**src/rtl/data_mem_arbiter.sv**
```systemverilog
// data_mem_arbiter: shares one 256x8 data memory port between the load/store unit (port 0) and a debug/DMA loader (port 1).
// Accepts at most one request per cycle; the registered command drives the memory for exactly one cycle.
module data_mem_arbiter #(
  parameter int FIXED_PRIO = 0,
  parameter int AW = 8,
  parameter int DW = 8
) (
  input  logic          CLK,
  input  logic          reset,
  input  logic          req0,
  input  logic          req1,
  input  logic          we0,
  input  logic          we1,
  input  logic [AW-1:0] addr0,
  input  logic [AW-1:0] addr1,
  input  logic [DW-1:0] wdata0,
  input  logic [DW-1:0] wdata1,
  output logic          gnt0,
  output logic          gnt1,
  output logic          rvalid0,
  output logic          rvalid1,
  output logic [DW-1:0] rdata0,
  output logic [DW-1:0] rdata1,
  output logic [AW-1:0] mem_addr,
  output logic          mem_read,
  output logic          mem_write,
  output logic [DW-1:0] mem_wdata,
  input  logic [DW-1:0] mem_rdata
);
  logic          cmd_valid, cmd_port, cmd_we, last_port;
  logic [AW-1:0] cmd_addr;
  logic [DW-1:0] cmd_wdata;
  logic          any_req, tie, win1, rd_done;
  always_comb begin
    any_req = req0 | req1;
    tie     = req0 & req1;
    // on a round-robin tie the port that did not win the previous tie goes first
    win1    = req1 & (!req0 | (FIXED_PRIO == 0 && !last_port));
    rd_done = cmd_valid & !cmd_we;
  end
  always_ff @(posedge CLK) begin
    if (reset) begin
      cmd_valid <= 1'b0;
      cmd_port  <= 1'b0;
      cmd_we    <= 1'b0;
      cmd_addr  <= '0;
      cmd_wdata <= '0;
      last_port <= 1'b1;
      rvalid0   <= 1'b0;
      rvalid1   <= 1'b0;
      rdata0    <= '0;
      rdata1    <= '0;
    end else begin
      cmd_valid <= any_req;
      if (any_req) begin
        cmd_port  <= win1;
        cmd_we    <= win1 ? we1 : we0;
        cmd_addr  <= win1 ? addr1 : addr0;
        cmd_wdata <= win1 ? wdata1 : wdata0;
      end
      if (tie && FIXED_PRIO == 0) last_port <= win1;
      rvalid0 <= rd_done & !cmd_port;
      rvalid1 <= rd_done & cmd_port;
      if (rd_done && !cmd_port) rdata0 <= mem_rdata;
      if (rd_done && cmd_port) rdata1 <= mem_rdata;
    end
  end
  assign gnt0      = cmd_valid & !cmd_port;
  assign gnt1      = cmd_valid & cmd_port;
  assign mem_read  = cmd_valid & !cmd_we;
  assign mem_write = cmd_valid & cmd_we;
  assign mem_addr  = cmd_valid ? cmd_addr : '0;
  assign mem_wdata = cmd_valid ? cmd_wdata : '0;
endmodule

```
**config.mk**
```make
export PLATFORM = sky130hd
export DESIGN_NAME = data_mem_arbiter
export DESIGN_NICKNAME = d
export VERILOG_FILES = /design/src/rtl/data_mem_arbiter.sv
export SDC_FILE = /design/constraint.sdc
export NUM_CORES = 1
export LEC_CHECK = 0
export CAP_MARGIN = 20
export CORE_ASPECT_RATIO = 1.75
export CORE_MARGIN = 8
export CORE_UTILIZATION = 35
export CTS_CLUSTER_SIZE = 28
export DETAILED_ROUTE_END_ITERATION = 16
export GPL_TIMING_DRIVEN = 1
export PLACE_DENSITY_LB_ADDON = 0.05
export SETUP_SLACK_MARGIN = 0.05
export SLEW_MARGIN = 20
export SYNTH_ARGS = -nofsm -noshare
export SYNTH_HDL_FRONTEND = slang
export SYNTH_SLANG_ARGS = --single-unit
```
**constraint.sdc**
```tcl
create_clock -name CLK -period 1.3 [get_ports CLK]
set_input_delay 0.26 -clock CLK [delete_from_list [all_inputs] [get_ports CLK]]
set_output_delay 0.26 -clock CLK [all_outputs]
set_load 0.01 [all_outputs]
```
==> results of run 1 <==
[report_power, final]
group	total, mW	internal (mW)	switching (mW)
clock network	1.22	0.818	0.398
logic	0.533	0.330	0.203
registers	1.27	1.24	0.0322
[worst max-delay path, cell delays in order (launching register included)]
cell     delay (ns)
dfxtp_2        0.33
buf_12         0.14
and2_1         0.15
buf_2          0.14
[routing by layer]
layer | track usage [%] | wire (um) | vias to the layer above
met1 | 12.84 | 1754 | 680
met5 | 0 | 0 | -
li1 | - | - | 713
met3 | 5.882 | 464 | 6
met4 | 4.511 | 57 | 0
met2 | 26.25 | 2687 | 54
[layout by cell type (no fill, tap or decap), types with 2 or more instances in the layout]
master and instances:
buf_16 2, a221o_2 10, buf_2 18, buf_12 5
clkbuf_8 6, buf_6 2, dlygate4sd2_1 20, and2_2 17
and2_4 3, mux2i_1 16, buf_4 8, nor2_1 21
bufinv_16 2, dfxtp_1 36, a221o_1 7, nor2b_1 2
and2_1 16, clkdlybuf4s50_1 42
[how the worst max path moves through the flow]
stage	end	slack, ns	cells past startpoint
2_1_floorplan	cmd_addr[4]	0.04	4
3_3_place_gp	cmd_wdata[0]	-0.54	4
3_5_place_dp	cmd_addr[1]	-0.59	4
4_1_cts	mem_wdata[6]	-0.02	3
5_1_grt	mem_read	-0.06	3
6_report	mem_wdata[6]	-0.008	3
[timing repair]
item,in CTS,in global routing
buffers inserted,1,0
gates cloned,2,0
pin swaps,18,2
setup endpoints to repair,63,43
gates resized for setup,110,4
[kinds of logic (layout without fill, tap and decap cells)]
logic type             after synthesis  after routing  share of synthesized area, %
and+or+nand+nor                     63             63                         23.05
AOI/OAI and AO/OA                   22             22                         14.21
muxes                               16             16                         10.10
DFF                                 38             38                         47.99
buffers and inverters               13            108                         4.655
[final cells by class]
class / count / share of cell area, %
Clock buffer: 6 / 3.070
Clock inverter: 2 / 2.233
Inverter: 2 / 0.2791
Multi-Input combinational cell: 101 / 29.07
Sequential cell: 38 / 28.47
Tap cell: 51 / 2.372
Timing Repair Buffer: 98 / 34.51
[synth_stat cells, drive strengths merged]
library cell | number | share of area [%]
a211oi | 1 | 0.79
nand3b | 1 | 0.47
mux2i | 16 | 10
nor3 | 1 | 0.32
dfxtp | 38 | 48
inv | 2 | 0.47
nor2b | 2 | 0.79
a221o | 17 | 12
and3 | 1 | 0.47
clkbuf | 5 | 1.3
nor2 | 21 | 5.0
and2 | 36 | 16
o21ai | 1 | 0.32
o211a | 1 | 0.63
nor3b | 1 | 0.47
a21oi | 1 | 0.32
buf | 6 | 2.8
o22a | 1 | 0.63
[through the flow]
step | power, mW | TNS (ns)
after floorplan | 1.501 | 0
after global placement | 1.826 | -11.58
after detailed placement | 1.841 | -12.67
after CTS | 3.063 | -0.2633
after global routing | 3.150 | -1.292
final | 3.019 | -0.009282
[state kept, by name, indices dropped and copies added (netlist names)]
| name | flops |
|---|---|
| cmd_port | 1 |
| rvalid1 | 1 |
| cmd_addr | 8 |
| cmd_valid | 1 |
| rdata0 | 8 |
| cmd_wdata | 8 |
| cmd_we | 1 |
| rvalid0 | 1 |
| last_port | 1 |
| rdata1 | 8 |
==> impl_results.md, run 1 <==
* Status: finished, violations left
* Failing checks: setup timing
* All-Layer GR Usage at 14.06%
* Hold Crit Depth at 4
* Reg2Reg Depth at 5
* Final non-filler cell total at 298
* CTS tree: yes
* Detail Route Antenna Nets at 0
* CTS H-tree depth at 2
* Routed wire length at 4.963 mm
* Worst Hold Endpoint: cmd_valid
* RR Startpoint: cmd_valid
* Synthesized area at 1585 sq um
* Maximum fanout along the worst path at 22
* RSZ-0062 raised after global routing: yes
* Pin count of the biggest net entering global routing at 23
* Final hold violations at 0
* Port Buffers at 83
* Syn-to-layout area delta at 69.69%
* CP endpoint kind: primary output
* Hold path startpoint: req1
* Vias at 1453
* Fin Hold WS at 0.4162 ns
* Post-route design area at 2690 sq um
* Tmin final at 1.308 ns
* Cell Pwr Density at 1122 nW/um^2
* CTS Hold Bufs at 0
* Placed cell areas at 2577 sq um
* Worst EP arrival at 1.05 ns
* Final core occ at 61.64%
* Antenna violations before repair at 0
* WP data required at 1.04 ns
* Worst hold path type: in2reg
* Clock-pin slew on the worst setup and hold paths at 0.07 ns
* R2r setup slk at 0.04 ns
* CP Launch Type: flip-flop
* Worst vdd ir at 1191 uV
* Clock Skews at 0.006143 ns
* DP Worst Slack at -0.5859 ns
* Endpoints failing setup at 3
* Leak pwr at 1.289 nW
* CTS Buf Count at 5
* YS warnings at 0
* Worst Setup SP: cmd_valid
* Die ar. at 7024 sq um
* DRC errors left at 0
* Seq/Total Area, Yosys at 47.99%
* Dpl hpwl at 3.623 mm
* Worst-Skew Late Latency at 0.28 ns
* Routability cong. at 0.7938
* Seq. cell area at 765.7 sq um
* N_diodes at 0
* Critical R2R Capture: rdata0[2]
* Area taken by multi-input logic gates at 782.0 sq um
* Clock sinks at 38
* DR pass1 iterations at 4
* I/O pin count at 84
* Vias per cell at 4.876
* Core ar. at 4364 sq um
* Starting DRT DRC Count at 40
* Cells after Synth at 152
* Clock buffer depth at 2
* Initial Utilization at 36.32%
* #FFs+latches synth at 38
* Slew margin rel. at 64.76%
* Max-slew violations at 0
* # rows at 32
* First-pass GRT wire length at 7.748 mm
* Cell variety after synth at 25
* Die Wd at 66.88 um
* Fmax at 0.7648 GHz
* Vias in the first global route at 1581
* CTS root buffer: clkbuf_8
* Max_cap viols at 0
* Final Cycle Share at 100.6%
* Synthesized Nets at 198
* Fillers at 391
* DR WL/cell at 16.65 um
* Total gr overflow at 0
* Placed cell count at 287
* Setup CP Type: reg2out
* Syn Area/Cell at 10.43 sq um
* Final net count at 292
* Tightest Pin Transition at 0.5268 ns
* Die height at 105.0 um
* Final Worst Setup Slack at -0.007569 ns
* Layout cells sized above 1 at 33.60%
Power figures use the tool's default switching activity.
==> run 2, diff against run 1 <==
--- a/config.mk
+++ b/config.mk
@@ -8,9 +8,10 @@
 export CAP_MARGIN = 20
 export CORE_ASPECT_RATIO = 1.75
 export CORE_MARGIN = 8
-export CORE_UTILIZATION = 35
+export CORE_UTILIZATION = 39
 export CTS_CLUSTER_SIZE = 28
 export DETAILED_ROUTE_END_ITERATION = 16
+export GPL_ROUTABILITY_DRIVEN = 0
 export GPL_TIMING_DRIVEN = 1
 export PLACE_DENSITY_LB_ADDON = 0.05
 export SETUP_SLACK_MARGIN = 0.05
==> constraint.sdc (replaced) <==
create_clock -name CLK -period 1.28 [get_ports CLK]
set_input_delay 0.256 -clock CLK [delete_from_list [all_inputs] [get_ports CLK]]
set_output_delay 0.256 -clock CLK [all_outputs]
set_load 0.01 [all_outputs]
==> run 2 against run 1 <==
Against the previous run:
- the flow still finishes with violations (setup timing)
- cell area is 0.65% higher
- non-clock buffer count is 4 higher
- sequential share of layout area down 0.092 points
- critical endpoint is now gnt1
- largest cell class unchanged
==> impl_results.md, run 2 (synthesized netlist as in run 1, its figures left out) <==
* Seq. cell area at 768.2 sq um (+0.33%)
* Most common cell after layout, fill and taps aside: clkdlybuf4s50_1
* Post-route design area at 2708 sq um (+0.65%)
* Starting DRT DRC Count at 49 (+23%)
* Slew margin rel. at 66.19% (+1.4 points)
* Final hold violations at 0 (unchanged)
* Worst EP arrival at 1.12 ns (+0.07 ns)
* Fmax at 0.7259 GHz
* CTS Hold Bufs at 0 (unchanged)
* CTS root buffer: clkbuf_8
* Die Wd at 64.20 um (-4.0%)
* Pin count of the biggest net entering global routing at 20 (-13%)
* Worst hold path type: reg2reg
* Dpl hpwl at 3.854 mm (+6.4%)
* Cell Pwr Density at 995.0 nW/um^2 (-11%)
* Syn-to-layout area delta at 70.80%
* Commonest non-fill, non-tap cells in the layout: clkdlybuf4s50_1, dfxtp_1, nor2_1
* Routed wire length at 5.080 mm (+2.4%)
* Reg2Reg Depth at 5 (unchanged)
* CTS H-tree depth at 2 (unchanged)
* Setup CP Type: reg2out
* Layout cells sized above 1 at 36.65% (+3.1 points)
* Failing checks: setup timing
* Endpoints failing setup at 13 (+10)
* RSZ-0062 raised after global routing: yes
* Vias at 1467 (+0.96%)
* Fillers at 333 (-15%)
* Area taken by multi-input logic gates at 808.3 sq um (+3.4%)
* Total gr overflow at 0 (unchanged)
* Initial Utilization at 40.61% (+4.3 points)
* Status: finished, violations left
* Clock buffer depth at 2 (unchanged)
* Clock Skews at 0.005684 ns (-0.0004589 ns)
* Hold Crit Depth at 2 (-2)
* Tightest Pin Transition at 0.5055 ns (-0.02135 ns)
* CP endpoint kind: primary output
* Vias in the first global route at 1658 (+4.9%)
* Max_cap viols at 0 (unchanged)
* Final Worst Setup Slack at -0.09765 ns (-0.09008 ns)
* DR WL/cell at 16.93 um (+1.7%)
* Final net count at 296 (+1.4%)
* Max-slew violations at 0 (unchanged)
* Antenna violations before repair at 1 (+1)
* Die ar. at 6441 sq um (-8.3%)
* Worst vdd ir at 775.0 uV (-35%)
* Leak pwr at 1.293 nW (+0.30%)
* # rows at 30 (-6.3%)
* I/O pin count at 84 (unchanged)
* Maximum fanout along the worst path at 6 (-73%)
* Die height at 100.3 um (-4.5%)
* Vias per cell at 4.890 (+0.29%)
* Clock sinks at 38 (unchanged)
* All-Layer GR Usage at 16.30% (+2.2 points)
* DRC errors left at 0 (unchanged)
* Clock-pin slew on the worst setup and hold paths at 0.07 ns (about the same)
* Tmin final at 1.378 ns
* Core ar. at 3904 sq um (-11%)
* CTS Buf Count at 5 (unchanged)
* CTS tree: yes
* Detail Route Antenna Nets at 0 (unchanged)
* First-pass GRT wire length at 8.266 mm (+6.7%)
* Final Cycle Share at 107.6%
* CP Launch Type: flip-flop
* WP data required at 1.02 ns (-0.02 ns)
* Placed cell areas at 2586 sq um (+0.34%)
* Final setup TNS at -0.4328 ns (-0.4235 ns)
* Port Buffers at 83 (unchanged)
* Worst-Skew Late Latency at 0.29 ns (about the same)
* DR pass1 iterations at 4 (unchanged)
run 2: changes by cell type in the layout (fill, tap and decap cells not counted), sizes merged:
cell           previous run  this run
clkinv                    0         1
buf                      35        39
clkdlybuf4s15             0         2
dlygate4sd2              20        19
bufinv                    2         0
diode                     0         1
run 2: repair_timing:
action	4_1_cts	5_1_grt
setup endpoints to repair	61	39
cloned	1	0
gates resized for setup	122	14
buffers inserted	2	0
pin swaps	4	2
run 2: final cells by class:
class                      instances  share of cell area [%]
tap                               48                   2.218
clock buffer                       7                   3.189
multi-input combinational        101                   29.85
sequential                        38                   28.37
clock inverter                     1                  0.1848
inverter                           2                  0.2773
antenna                            1                 0.09242
timing repair buffer             102                   35.81
run 2: routing by layer:
layer  global-route usage [%]  vias up  part of all wire (%)
met5                        0        -                     0
met4                    7.601        0                   2.5
met3                    6.473       10                   6.4
met2                    29.99       56                    55
met1                    15.10      680                    36
li1                         -      721                     -
run 2: final timing paths:
path                                 from   endpoint  slack, ns
worst max register to register   cmd_port  rdata0[3]       0.04
worst max-delay path            cmd_valid       gnt1       -0.1
worst min register to register  rdata0[7]  rdata0[7]       0.49
worst min-delay path            rdata0[7]  rdata0[7]       0.49
run 2: power by group:
group	internal, mW	switching, mW
registers	1.26	0.0379
logic	0.351	0.210
clock network	0.434	0.403
total	2.04	0.651
run 2: critical path: stages (launching register included):
cell,delay [ns]
dfxtp_2,0.34
buf_6,0.13
buf_6,0.11
and2_4,0.15
buf_6,0.11
run 2: through the flow:
stage          setup slack (ns)  utilization, %  std cells  hold WS [ns]  power, mW
3_5_place_dp            -0.5650           66.25        288        0.4870      1.871
2_1_floorplan           0.04709               -        152        0.3714      1.528
6_report               -0.09765           69.36        300        0.4941      2.694
5_1_grt                 -0.1290           69.36        300        0.5223      2.820
4_1_cts                 -0.1238           68.24        299        0.5025      2.706
3_3_place_gp            -0.5037           66.25        288        0.4739      1.853
==> run 3, diff against run 2 <==
--- a/config.mk
+++ b/config.mk
@@ -8,7 +8,7 @@
 export CAP_MARGIN = 20
 export CORE_ASPECT_RATIO = 1.75
 export CORE_MARGIN = 8
-export CORE_UTILIZATION = 39
+export CORE_UTILIZATION = 23
 export CTS_CLUSTER_SIZE = 28
 export DETAILED_ROUTE_END_ITERATION = 16
 export GPL_ROUTABILITY_DRIVEN = 0
==> run 3 against run 2 <==
Against the previous run:
- the flow still finishes with violations (setup timing)
- global-route usage shrank 5.1 points
- hold slack got worse by 0.11 ns
- clock skew down 0.0030 ns
- flip-flop and latch count is the same
- via count rose by 1.8%
- combinational power increased by 6.6%
- critical path type unchanged
- critical endpoint is now mem_wdata[7]
- largest power group is now clock
==> impl_results.md, run 3 (synthesized netlist as in run 1, its figures left out) <==
* Status: finished, violations left
* Failing checks: setup timing
* Core ar. at 6756 sq um (+73%)
* Fmax at 0.7433 GHz (+2.4%)
* DR pass1 iterations at 4 (unchanged)
* Die ar. at 9909 sq um (+54%)
* CTS root buffer: clkbuf_16
* Final Worst Setup Slack at -0.06537 ns (+0.03228 ns)
* Metal-1 WL at 1.977 mm (+7.3%)
* Tightest Pin Transition at 0.2360 ns (-0.2695 ns)
* Worst-Skew Late Latency at 0.28 ns (about the same)
* WP data required at 1.02 ns (about the same)
* Max layer used: met4
* Cell Pwr Density at 1122 nW/um^2 (+13%)
* Post-route design area at 2923 sq um (+7.9%)
* WL met3 at 468 um (+44%)
* Routed wire length at 5.502 mm (+8.3%)
* Clock sinks at 38 (unchanged)
* Die Wd at 78.76 um (+23%)
* Met2 wire length at 2.970 mm (+6.7%)
* Placed cell areas at 2629 sq um (+1.6%)
* CTS H-tree depth at 2 (unchanged)
* CTS Buf Count at 5 (unchanged)
* DRC errors left at 0 (unchanged)
* Fillers at 677 (+100%)
* Syn-to-layout area delta at 84.37%
* Endpoints failing setup at 20 (+7)
* Max-slew violations at 0 (unchanged)
* # rows at 40 (+33%)
* Tmin final at 1.345 ns (-0.03228 ns)
* I/O pin count at 84 (unchanged)
* Setup CP Type: reg2out
* Total gr overflow at 0 (unchanged)
* CP Launch Type: flip-flop
* Crit-path cells: buf_12 -> and2_1 -> buf_2
* CTS tree: yes
* Detail Route Antenna Nets at 0 (unchanged)
* Buf/Inv on CP at 2 (-1)
* Clock-pin slew on the worst setup and hold paths at 0.06 ns (about the same)
* Worst hold path type: in2reg
* DP Worst Slack at -0.6672 ns (-0.1022 ns)
* Final non-filler cell total at 336 (+12%)
* Vias at 1494 (+1.8%)
* Slowest cell on the critical path: dfxtp_4
* Die height at 125.8 um (+25%)
* Initial Utilization at 23.46% (-17 points)
* First-pass GRT wire length at 8.687 mm (+5.1%)
* Most common cell after layout, fill and taps aside: clkdlybuf4s50_1
* N_diodes at 0 (-1)
* Dpl hpwl at 4.006 mm (+3.9%)
* Port Buffers at 83 (unchanged)
* CP endpoint kind: primary output
* Slew margin rel. at 84.22% (+18 points)
* Max_cap viols at 0 (unchanged)
* Final net count at 297 (+0.34%)
* Placed cell count at 322 (+12%)
* Crit-path max cell delay at 0.38 ns (+0.04 ns)
* Vias in the first global route at 1683 (+1.5%)
* All-Layer GR Usage at 11.20% (-5.1 points)
* Antenna violations before repair at 0 (-1)
* Worst EP arrival at 1.09 ns (-0.03 ns)
* Pin count of the biggest net entering global routing at 20 (unchanged)
* Tot Pwr at 3.281 mW (+22%)
* RSZ-0062 raised after global routing: yes
* Clock Skews at 0.002731 ns (-0.002953 ns)
* Final Cycle Share at 105.1% (-2.5 points)
* Starting DRT DRC Count at 27 (-45%)
* Leak pwr at 1.373 nW (+6.2%)
* Final hold violations at 0 (unchanged)
* Commonest non-fill, non-tap cells in the layout: clkdlybuf4s50_1, dfxtp_1, nor2_1
* Vias per cell at 4.446 (-9.1%)
* Worst vdd ir at 597.6 uV (-23%)
* DR WL/cell at 16.38 um (-3.3%)
* Clock buffer depth at 2 (unchanged)
* Crit path max-delay family: flip-flops
* Layout cells sized above 1 at 38.89% (+2.2 points)
* Maximum fanout along the worst path at 11 (+5)
## run 3: metal layers
metal	global-route usage, %	up-vias
met5	0	-
met4	4.830	0
met3	4.701	5
met2	20.78	55
met1	10.11	707
li1	-	727
## run 3: worst paths after layout
kind,endpoint,slack (ns),from,cells after the start
min,cmd_valid,0.39,req1,4
max,mem_wdata[7],-0.07,cmd_valid,3
min reg2reg,rdata0[1],0.49,rdata0[1],2
max reg2reg,rdata0[7],0.01,cmd_valid,5
## run 3: through the flow
stage	hold slack [ns]	util [%]	TNS, ns
global route	0.3970	43.26	-2.267
global placement	0.4729	38.91	-13.88
CTS	0.5019	41.57	-1.442
floorplan	0.3714	-	0
detailed placement	0.4876	38.91	-15.29
finish	0.3870	43.26	-0.8639
## run 3: tightest hold or removal path, stage by stage
cell	delay [ns]
clkbuf_2	0.13
buf_4	0.14
nor2_1	0.04
nor2_1	0.06
## run 3: cell type report
class	count	area [sq um]	share of cell area, %
Timing Repair Buffer	103	1060	36.26
Multi-Input combinational cell	101	814.5	27.87
Sequential cell	38	770.7	26.37
Clock buffer	5	125.1	4.281
Tap cell	84	105.1	3.596
Clock inverter	3	40.04	1.370
Inverter	2	7.507	0.2568
## run 3: what timing repair did
item | CTS | global route
hold buffers | 0 | 0
pin swaps | 2 | 9
gates resized for setup | 122 | 17
gates cloned | 2 | 1
setup buffers | 0 | 3
endpoints found under the setup margin | 63 | 49
## run 3: power by group
group	switching (mW)	total, mW	internal [mW]
Sequential	0.0406	1.30	1.26
Combinational	0.217	0.598	0.381
Clock	0.473	1.38	0.911
Total	0.730	3.28	2.55
